### src/rtl/my_andornot_bist.sv
// Self-test sequencer for a 4-input AND-OR-INVERT cell: sweeps all 16 vectors and counts mismatches.
// Optional build macro ANDORNOT_STOP_ON_FAIL_EN ends the run at the first mismatch.
module my_andornot_bist #(
    parameter int unsigned SETTLE_CYCLES = 2
) (
    input  logic       clk,
    input  logic       rst,
    input  logic       start,
    output logic       a,
    output logic       b,
    output logic       c,
    output logic       d,
    input  logic       y,
    output logic       busy,
    output logic       done,
    output logic       pass,
    output logic [4:0] err_count,
    output logic [3:0] first_fail_vec
);

    typedef enum logic [2:0] {
        S_IDLE  = 3'd0,
        S_APPLY = 3'd1,
        S_WAIT  = 3'd2,
        S_CHECK = 3'd3,
        S_DONE  = 3'd4
    } state_t;

    // The counter counts down to zero inside WAIT, so it is loaded with one less than the window.
    localparam logic [3:0] SETTLE_INIT = (SETTLE_CYCLES == 0) ? 4'd0 : 4'(SETTLE_CYCLES - 1);

    function automatic logic golden_y(input logic [3:0] v);
        return ~((v[3] & v[2]) | (v[1] & v[0]));
    endfunction

    state_t      state_q, state_d;
    logic [3:0]  idx_q, idx_d;
    logic [3:0]  cnt_q, cnt_d;
    logic [3:0]  vec_q, vec_d;
    logic        busy_q, busy_d;
    logic        done_q, done_d;
    logic        pass_q, pass_d;
    logic [4:0]  err_q, err_d;
    logic [3:0]  ffv_q, ffv_d;
    logic        mismatch_s;
    logic        finish_s;
    logic [4:0]  err_inc_s;

    assign mismatch_s = (state_q == S_CHECK) && (y != golden_y(vec_q));
    assign err_inc_s  = (err_q == 5'd16) ? 5'd16 : (err_q + 5'd1);
`ifdef ANDORNOT_STOP_ON_FAIL_EN
    assign finish_s   = (idx_q == 4'hF) || mismatch_s;
`else
    assign finish_s   = (idx_q == 4'hF);
`endif

    // State register
    always_ff @(posedge clk) begin
        if (rst) begin
            state_q <= S_IDLE;
        end else begin
            state_q <= state_d;
        end
    end

    // Next-state logic
    always_comb begin
        state_d = state_q;
        case (state_q)
            S_IDLE, S_DONE: begin
                if (start) state_d = S_APPLY;
                else       state_d = state_q;
            end
            S_APPLY: begin
                if (SETTLE_CYCLES == 0) state_d = S_CHECK;
                else                    state_d = S_WAIT;
            end
            S_WAIT: begin
                if (cnt_q == 4'd0) state_d = S_CHECK;
                else               state_d = S_WAIT;
            end
            S_CHECK: begin
                if (finish_s) state_d = S_DONE;
                else          state_d = S_APPLY;
            end
            default: state_d = S_IDLE;
        endcase
    end

    // Datapath and status next values
    always_comb begin
        idx_d  = idx_q;
        cnt_d  = cnt_q;
        vec_d  = vec_q;
        busy_d = busy_q;
        done_d = done_q;
        pass_d = pass_q;
        err_d  = err_q;
        ffv_d  = ffv_q;
        case (state_q)
            S_IDLE, S_DONE: begin
                if (start) begin
                    idx_d  = 4'd0;
                    err_d  = 5'd0;
                    ffv_d  = 4'd0;
                    busy_d = 1'b1;
                    done_d = 1'b0;
                    pass_d = 1'b0;
                end else begin
                    idx_d  = idx_q;
                end
            end
            S_APPLY: begin
                vec_d = idx_q;
                cnt_d = SETTLE_INIT;
            end
            S_WAIT: begin
                if (cnt_q != 4'd0) cnt_d = cnt_q - 4'd1;
                else               cnt_d = cnt_q;
            end
            S_CHECK: begin
                if (mismatch_s) begin
                    err_d = err_inc_s;
                    if (err_q == 5'd0) ffv_d = idx_q;
                    else               ffv_d = ffv_q;
                end else begin
                    err_d = err_q;
                end
                if (finish_s) begin
                    busy_d = 1'b0;
                    done_d = 1'b1;
                    pass_d = (err_d == 5'd0);
                end else begin
                    idx_d  = idx_q + 4'd1;
                end
            end
            default: begin
                busy_d = 1'b0;
                done_d = 1'b0;
                pass_d = 1'b0;
            end
        endcase
    end

    // Datapath and status registers
    always_ff @(posedge clk) begin
        if (rst) begin
            idx_q  <= 4'd0;
            cnt_q  <= 4'd0;
            vec_q  <= 4'd0;
            busy_q <= 1'b0;
            done_q <= 1'b0;
            pass_q <= 1'b0;
            err_q  <= 5'd0;
            ffv_q  <= 4'd0;
        end else begin
            idx_q  <= idx_d;
            cnt_q  <= cnt_d;
            vec_q  <= vec_d;
            busy_q <= busy_d;
            done_q <= done_d;
            pass_q <= pass_d;
            err_q  <= err_d;
            ffv_q  <= ffv_d;
        end
    end

    assign {a, b, c, d}   = vec_q;
    assign busy           = busy_q;
    assign done           = done_q;
    assign pass           = pass_q;
    assign err_count      = err_q;
    assign first_fail_vec = ffv_q;

endmodule

### config.mk
export PLATFORM = sky130hd
export DESIGN_NAME = my_andornot_bist
export DESIGN_NICKNAME = d
export VERILOG_FILES = /design/src/rtl/my_andornot_bist.sv
export SDC_FILE = /design/constraint.sdc
export NUM_CORES = 1
export LEC_CHECK = 0
export BUFFER_PORTS_ARGS = -buffer_cell sky130_fd_sc_hd__buf_2
export CORE_MARGIN = 5
export CORE_UTILIZATION = 40
export DETAILED_ROUTE_END_ITERATION = 16
export SLEW_MARGIN = 5
export SYNTH_ARGS = -nofsm -noshare
export SYNTH_HDL_FRONTEND = slang
export SYNTH_SLANG_ARGS = --single-unit
export TNS_END_PERCENT = 5
### constraint.sdc
create_clock -name clk -period 1.8 [get_ports clk]
set_input_delay 0.27 -clock clk [delete_from_list [all_inputs] [get_ports clk]]
set_output_delay 0.27 -clock clk [all_outputs]
set_load 0.02 [all_outputs]
==> metrics.txt, run 1 <==
status=complete, no violations; Worst Tran Pin Value=341 ps; Slew Limit Fails=0; gr usage total=0.136; routed vias=1,192; syn nets=163; clock latency on the worst-skew pair=330 ps; port bufs=19; Hold WC Path Type=input port to register; post-CTS setup buffers=0; full die area=4740 µm²; Routed wire per std cell=13.1 µm; Setup TNS=0 ps; Sw Share=0.369; Main synth FF type=dfxtp_1; internal power=0.000960 W; cell area after synthesis=1380 µm²; Reg area=541 µm²; share of layout cells above drive strength 1=0.215; die height=68.8 µm; hpwl dp=2.15 mm; Cells after Synth=155; Synth-to-Final Area Change=14.8%; Setup CP Type=register to register; Final Cell Area=1590 µm²; CTS Buf Count=3; Ports=20; switching pwr=0.000562 W; CP endpoint kind=register; H-tree Lvls=1; # setup viols final=0; antenna violation net count after detailed routing=0; synthesis-stage register bit count=27; Clock transition at path regs=160 ps; fin nets=186; # hold bufs at CTS=0; Syn Area/Cell=8.93 µm²; Pre-Repair DR Iteration Count=4; maxcap violations=0; Via density=5.35; clock sink total=27; Leak=0.689 nW; Critical Path, Cell by Cell=and4bb_2 -> mux2i_4 -> nand4bb_1 -> mux2_4 -> nor2_2; gr ovfl total=0; clk buf depth=2; vias in the first global route=1,113; Unique masters post-synth=45; Clock Power Share=0.185; Post-synth EDFFs=0; combinational share of power=0.343; FP Rows=21; crit-path max cell delay=480 ps; pin count of the biggest net entering global routing=17; dominant cells by area after synthesis=dfxtp_1 (39%), mux2i_1 (5.1%), nor2_1 (4.6%); warning count from the yosys run=0; peak supply drop=0.342 mV; Fin Clk Skew=4.79 ps; CTS tree=done; first-pass GRT wire length=4.93 mm; crit path max-delay cell type=dfxtp_1; # fillers=334; Post-synth top cells=dfxtp_1 (27), nor2_1 (17), nor3_1 (11), a21oi_1 (10), nand2_1 (10); most common cell in the synthesized netlist=dfxtp_1; Critical Path RT=2090 ps; RePlAce Congestion=0.845; DRC violations left=0; DRT iter0 DRCs=56; antenna violations before repair=0; cts repair resizes=0; Synth async-reset ratio=0; fmax=595 MHz; DP Area=1550 µm²; Synth top area share=0.391; Pwr Density=957 nW/µm²; RSZ-0062 raised after global routing=false; DIE WIDTH=68.8 µm; Critical Path AT=1970 ps; final wirelength=2.93 mm; multi-input logic area=791 µm²; CTS Root Cell=clkbuf_4; Slew headroom=0.772; core area=3340 µm²; Worst Path Max Fanout=8; initial core utilization=0.415; antenna fix cells=0; Period Utilization, post-route=0.934; sequential area share after synthesis=0.391; Final Hold Fails=0; Final Critical Period=1680 ps; Startpoint Class=register; register share of total power=0.472; area leader, netlist=dfxtp_1
cells by family after synthesis:
family	synth area share
compound gates	0.133
xor+xnor	0.0443
fa+ha+maj	0.0362
buf+inv	0.0425
flops	0.391
mux	0.0778
simple gates	0.276
worst paths after layout:
check	end	from	cells after the start	slack (ps)
setup / recovery	first_fail_vec[3]	state_q[1]	5	120
hold / removal	state_q[2]	start	3	210
setup reg to reg	first_fail_vec[3]	state_q[1]	5	120
hold reg to reg	done	done	2	470
worst max-delay path: cells and delay by family, from the launching register on:
| family | cells | cell delay (ps) |
|---|---|---|
| simple gates | 3 | 700 |
| flops | 1 | 480 |
| mux | 2 | 450 |
power groups by stage:
stage | Sequential (W) | Clock [W] | Combinational (W)
detailed placement | 0.000727 | 0 | 0.000513
CTS | 0.000714 | 0.000288 | 0.000517
global route | 0.000729 | 0.000310 | 0.000581
finish | 0.000718 | 0.000281 | 0.000522
global placement | 0.000722 | 0 | 0.000503
floorplan | 0.000707 | 0 | 0.000399
sequential cells by signal, summed over array words and instances, names as in the netlist:
signal and flops:
err_count 5, pass 1, first_fail_vec 4, done 1
busy 1, vec_q 4, cnt_q 4, state_q 3
idx_q 4
layout make-up:
class                   count  area share
clock buffers               3      0.0142
multi-input cells         114       0.498
clock inverters             1     0.00472
well taps                  46      0.0362
repair buffers             26      0.0929
inverters                   6      0.0142
flip-flops and latches     27       0.340
cell usage in the layout, fill, tap and decap left out, drive strengths merged, types with 3 or more instances in the layout:
cell / instances
a21oi: 10
and2: 4
buf: 26
clkbuf: 3
dfxtp: 27
ha: 4
inv: 6
mux2i: 8
nand2: 10
nand3: 4
nand3b: 3
nor2: 18
nor3: 11
nor3b: 3
o21ai: 3
or3: 3
xor2: 5
stage by stage:
step | instances | setup slack, ps | power, W | hold WS, ps | util
2_1_floorplan | 155 | 86.4 | 0.00111 | 456 | -
3_3_place_gp | 219 | 119 | 0.00123 | 440 | 0.465
3_5_place_dp | 219 | 71.1 | 0.00124 | 452 | 0.465
4_1_cts | 223 | 39.0 | 0.00152 | 213 | 0.474
5_1_grt | 223 | 17.5 | 0.00162 | 204 | 0.476
6_report | 223 | 119 | 0.00152 | 213 | 0.476
layer usage:
| layer | share of wire | routed length (µm) | global-route usage |
|---|---|---|---|
| met2 | 0.43 | 1270 | 0.210 |
| met3 | 0.045 | 131 | 0.0211 |
| met1 | 0.51 | 1490 | 0.191 |
| met5 | 0 | 0 | 0 |
| met4 | 0.012 | 34 | 0.0511 |
Power figures use the tool's default switching activity.
==> run 2: changes to the inputs <==
--- a/config.mk
+++ b/config.mk
@@ -7,8 +7,10 @@
 export LEC_CHECK = 0
 export BUFFER_PORTS_ARGS = -buffer_cell sky130_fd_sc_hd__buf_2
 export CORE_MARGIN = 5
-export CORE_UTILIZATION = 40
+export CORE_UTILIZATION = 55
 export DETAILED_ROUTE_END_ITERATION = 16
+export PLACE_DENSITY = 0.77
+export SETUP_SLACK_MARGIN = 0.5
 export SLEW_MARGIN = 5
 export SYNTH_ARGS = -nofsm -noshare
 export SYNTH_HDL_FRONTEND = slang
==> run 2 against run 1 <==
Clock skew fell by 1.5 ps; sequential cell count stayed put; die area shrank 24%; core utilization grew 23 points; wire length rose by 14%; combinational power up 27%; critical path depth did not move; largest power group unchanged.
==> metrics.txt, run 2 (synthesis gave the netlist of run 1 again) <==
vias in the first global route=1,199 (was 1,113); fmax=618 MHz (was 595 MHz); Leak=0.760 nW (was 0.689 nW); DRT iter0 DRCs=103 (was 56); Fin Clk Skew=3.30 ps (was 4.79 ps); maxcap violations=0 (unchanged); # hold bufs at CTS=0 (unchanged); Final Critical Period=1620 ps (was 1680 ps); register share of total power=0.431 (was 0.472); Clock Power Share=0.168 (was 0.185); Hold Slack=203 ps (was 213 ps); Period Utilization, post-route=0.899 (was 0.934); clock sink total=27 (unchanged); Synth-to-Final Area Change=24.8% (was 14.8%); antenna violation net count after detailed routing=0 (unchanged); Setup CP Type=register to register (unchanged); Pwr Density=957 nW/µm² (about the same); routed vias=1,263 (was 1,192); # setup viols final=0 (unchanged); internal power=0.00106 W (was 0.000960 W); commonest cells after routing, fill and taps aside=buf_2 (19), dfxtp_1 (18), nor2_1 (17), buf_4 (16), nor3_1 (11) (was dfxtp_1 (27), buf_2 (19), nor2_1 (17), nor3_1 (11)); clk buf depth=2 (unchanged); hpwl dp=2.28 mm (was 2.15 mm); H-tree Lvls=1 (unchanged); max reg flops=5 (unchanged); Startpoint Class=register (unchanged); full die area=3620 µm² (was 4740 µm²); Via density=5.82 (was 5.35); Final Hold Fails=0 (unchanged); commonest non-fill, non-tap cell in the layout=buf_2 (was dfxtp_1); gr usage total=0.195 (was 0.136); RSZ-0062 raised after global routing=true (was false); Worst Tran Pin Value=314 ps (was 341 ps); Routed wire per std cell=15.3 µm (was 13.1 µm); Clock transition at path regs=150 ps (was 160 ps); DRC violations left=0 (unchanged); initial core utilization=0.569 (was 0.415); Pre-Repair DR Iteration Count=4 (unchanged); combinational share of power=0.401 (was 0.343); core area=2430 µm² (was 3340 µm²); peak supply drop=0.665 mV (was 0.342 mV); clock latency on the worst-skew pair=340 ps (was 330 ps); Worst Path Max Fanout=4 (was 8); RePlAce Congestion=0.915 (was 0.845); final wirelength=3.33 mm (was 2.93 mm); Setup TNS=0 ps (unchanged); DP Area=1550 µm² (about the same); status=complete, no violations (unchanged); first-pass GRT wire length=5.36 mm (was 4.93 mm); Slew headroom=0.790 (was 0.772); worst reg2reg setup slack=180 ps (was 120 ps); Critical Path RT=2090 ps (about the same); Sw Share=0.358 (was 0.369); antenna fix cells=0 (unchanged); share of layout cells above drive strength 1=0.353 (was 0.215); CTS Buf Count=3 (unchanged); Final Cell Area=1730 µm² (was 1590 µm²); Critical Path AT=1910 ps (was 1970 ps); pin count of the biggest net entering global routing=18 (was 17); Slew Limit Fails=0 (unchanged); CTS Root Cell=clkbuf_4 (unchanged); switching pwr=0.000591 W (was 0.000562 W); CP endpoint kind=register (unchanged); die height=60.2 µm (was 68.8 µm); fin nets=196 (was 186); CTS tree=done (unchanged); antenna violations before repair=0 (unchanged); DIE WIDTH=60.2 µm (was 68.8 µm); Ports=20 (unchanged); gr ovfl total=0 (unchanged); port bufs=19 (unchanged); Hold WC Path Type=input port to register (unchanged); FP Rows=18 (was 21)
-- run 2: changes by cell type in the layout (fill, tap and decap cells not counted), moves of 2 or more --
cell / delta
buf_4: +9
dfxtp_1: -9
dfxtp_2: +6
dfxtp_4: +3
inv_1: -2
inv_2: +2
nor3b_1: -2
-- run 2: worst max-delay path, stage by stage (launching register included) --
cell,delay [ps]
dfxtp_4,380
a22oi_4,260
mux2i_4,330
nand4bb_4,220
mux2_4,320
nor2_2,70
-- run 2: per-stage QoR --
step                power, W  setup WS, ps  std cells   util
floorplan            0.00111           164        155      -
global placement     0.00124           117        205  0.638
detailed placement   0.00126          65.4        205  0.638
CTS                  0.00157           217        212  0.677
global route         0.00178          89.1        217  0.710
finish               0.00165           182        217  0.710
-- run 2: metal layers --
metal  track usage  vias up  part of all wire
li1              -      621                 -
met1         0.227      612              0.41
met2         0.341       25              0.54
met3        0.0346        5             0.032
met4        0.0949        0             0.015
met5             0        -                 0
-- run 2: path summary, 6_finish.rpt --
path | from | to | depth (start not counted)
hold / removal | start | state_q[2] | 3
hold reg to reg | done | done | 2
setup reg to reg | vec_q[0] | first_fail_vec[3] | 5
setup / recovery | vec_q[0] | first_fail_vec[3] | 5
-- run 2: power by group through the flow --
stage	clock (W)	combinational (W)	sequential (W)
after floorplan	0	0.000400	0.000707
after detailed placement	0	0.000540	0.000720
after global placement	0	0.000519	0.000717
after CTS	0.000288	0.000568	0.000709
final	0.000277	0.000663	0.000713
after global routing	0.000309	0.000746	0.000723
-- run 2: cell type report --
class	count	area, µm²
clock buffer	3	22.5
clock inverter	1	7.51
fill	190	706
inverter	6	22.5
multi-input combinational	114	851
sequential	27	559
tap	30	37.5
timing repair buffer	36	226
-- run 2: timing repair --
action                                  CTS  global route
pin swaps                                 4             4
gates resized for setup                  12            12
endpoints found under the setup margin   24            31
setup buffers                             3             5
==> run 3: changes to the inputs <==
--- a/config.mk
+++ b/config.mk
@@ -8,6 +8,7 @@
 export BUFFER_PORTS_ARGS = -buffer_cell sky130_fd_sc_hd__buf_2
 export CORE_MARGIN = 5
 export CORE_UTILIZATION = 55
+export CTS_BUF_LIST = sky130_fd_sc_hd__clkbuf_8 sky130_fd_sc_hd__clkbuf_16
 export DETAILED_ROUTE_END_ITERATION = 16
 export PLACE_DENSITY = 0.77
 export SETUP_SLACK_MARGIN = 0.5
==> run 3 against run 2 <==
Core utilization grew 0.31 points; first-iteration DRC count grew 2.9%; sequential cell count is the same; total power grew 4.9%; critical path depth is the same; die area is the same; sequential power is essentially flat; setup slack gained 19 ps; register-to-register slack gained 20 ps; wire length grew 0.21%; clock-buffer cell count is the same; via count shrank 1.8%; critical endpoint unchanged; largest cell class unchanged.
==> metrics.txt, run 3 (synthesis gave the netlist of run 1 again) <==
CP Launch Point=vec_q[0] (unchanged); fmax=625 MHz (was 618 MHz); clk buf depth=2 (unchanged); # hold bufs at CTS=0 (unchanged); Pwr Density=1000 nW/µm² (was 957 nW/µm²); Pre-Repair DR Iteration Count=4 (unchanged); FP Rows=18 (unchanged); initial core utilization=0.569 (unchanged); antenna fix cells=0 (unchanged); CTS Buf Count=3 (unchanged); Hold WC Path Type=input port to register (unchanged); Critical Path RT=2020 ps (was 2090 ps); fin cells=216 (was 217); port bufs=19 (unchanged); clock latency on the worst-skew pair=280 ps (was 340 ps); commonest cells after routing, fill and taps aside=dfxtp_1 (19), buf_2 (19), nor2_1 (17), buf_4 (15), nor3_1 (11) (was buf_2 (19), dfxtp_1 (18), nor2_1 (17), buf_4 (16), nor3_1 (11)); H-tree Lvls=1 (unchanged); Routed wire per std cell=15.4 µm (was 15.3 µm); peak supply drop=0.853 mV (was 0.665 mV); Ports=20 (unchanged); max reg flops=5 (unchanged); # fillers=191 (was 190); Critical Path AT=1820 ps (was 1910 ps); full die area=3620 µm² (unchanged); Slew headroom=0.784 (was 0.790); antenna violation net count after detailed routing=0 (unchanged); hpwl dp=2.28 mm (unchanged); pin count of the biggest net entering global routing=18 (unchanged); RSZ-0062 raised after global routing=true (unchanged); maxcap violations=0 (unchanged); Inst Count DP=205 (unchanged); DRT iter0 DRCs=106 (was 103); core area=2430 µm² (unchanged); Setup TNS=0 ps (unchanged); gr ovfl total=0 (unchanged); CP endpoint kind=register (unchanged); vias in the first global route=1,196 (was 1,199); first-pass GRT wire length=5.41 mm (was 5.36 mm); Slew Limit Fails=0 (unchanged); Period Utilization, post-route=0.889 (was 0.899); fin nets=195 (was 196); Leak=0.761 nW (was 0.760 nW); Setup CP Type=register to register (unchanged); routed vias=1,240 (was 1,263); die height=60.2 µm (unchanged); share of layout cells above drive strength 1=0.344 (was 0.353); RePlAce Congestion=0.915 (unchanged); gr usage total=0.200 (was 0.195); # setup viols final=0 (unchanged); RR Startpoint=vec_q[0] (unchanged); status=complete, no violations (unchanged); Worst Tran Pin Value=324 ps (was 314 ps); final wirelength=3.34 mm (was 3.33 mm); CTS Root Cell=clkbuf_8 (was clkbuf_4); Final Hold Fails=0 (unchanged); DRC violations left=0 (unchanged); Hold Crit Start=start (unchanged); CTS tree=done (unchanged); clock sink total=27 (unchanged); Worst Path Max Fanout=4 (unchanged); Via density=5.74 (was 5.82); antenna violations before repair=0 (unchanged); Startpoint Class=register (unchanged); Clock transition at path regs=100 ps (was 150 ps); Fin Clk Skew=4.17 ps (was 3.30 ps); Synth-to-Final Area Change=25.3% (was 24.8%); Final Critical Period=1600 ps (was 1620 ps); DIE WIDTH=60.2 µm (unchanged)
-- run 3: cell count changes in the layout (fill, tap and decap cells not counted) --
cell	delta
clkbuf_4	-3
clkbuf_8	+3
buf_4	-1
dfxtp_1	+1
dfxtp_4	-1
-- run 3: where the power goes --
part / internal [W] / switching, W / total, W
Clock: 0.000158 / 0.000202 / 0.000359
Sequential: 0.000657 / 0.0000587 / 0.000716
Combinational: 0.000318 / 0.000341 / 0.000659
Total: 0.00113 / 0.000601 / 0.00173
-- run 3: critical path: stages, from the launching register on --
cell and delay [ps]:
dfxtp_2 350, a22oi_4 260, mux2i_4 330, nand4bb_4 220
mux2_4 320, nor2_2 70
-- run 3: what timing repair did --
| item | CTS | global route |
|---|---|---|
| pin swaps | 6 | 6 |
| resized for setup | 13 | 9 |
| buffers inserted | 3 | 4 |
| setup endpoints to repair | 21 | 28 |
-- run 3: final timing paths --
path	to	slack, ps	cells after the start
worst max-delay path	first_fail_vec[3]	200	5
worst min-delay path	state_q[2]	270	3
worst max register to register	first_fail_vec[3]	200	5
worst min register to register	done	460	2
-- run 3: area by class of cell --
cell class,instances,area (µm²),area share
Multi-Input combinational cell,114,851,0.491
Inverter,6,22.5,0.0130
Tap cell,30,37.5,0.0216
Sequential cell,27,556,0.320
Clock buffer,3,41.3,0.0238
Clock inverter,1,7.51,0.00433
Timing Repair Buffer,35,219,0.126
-- run 3: routing by layer --
| metal | up-vias | GRT usage | share of wire |
|---|---|---|---|
| met4 | 0 | 0.108 | 0.023 |
| met1 | 595 | 0.231 | 0.41 |
| li1 | 613 | - | - |
| met2 | 26 | 0.344 | 0.53 |
| met3 | 6 | 0.0389 | 0.037 |
| met5 | - | 0 | 0 |
-- run 3: through the flow --
stage / hold slack (ps) / setup WS, ps / utilization / instance area [µm²] / total power, W
after floorplan: 456 / 164 / - / 1390 / 0.00111
after CTS: 270 / 228 / 0.686 / 1670 / 0.00165
after detailed placement: 444 / 65.4 / 0.638 / 1550 / 0.00126
after global placement: 440 / 117 / 0.638 / 1550 / 0.00124
final: 271 / 201 / 0.713 / 1730 / 0.00173
after global routing: 283 / 101 / 0.713 / 1730 / 0.00186
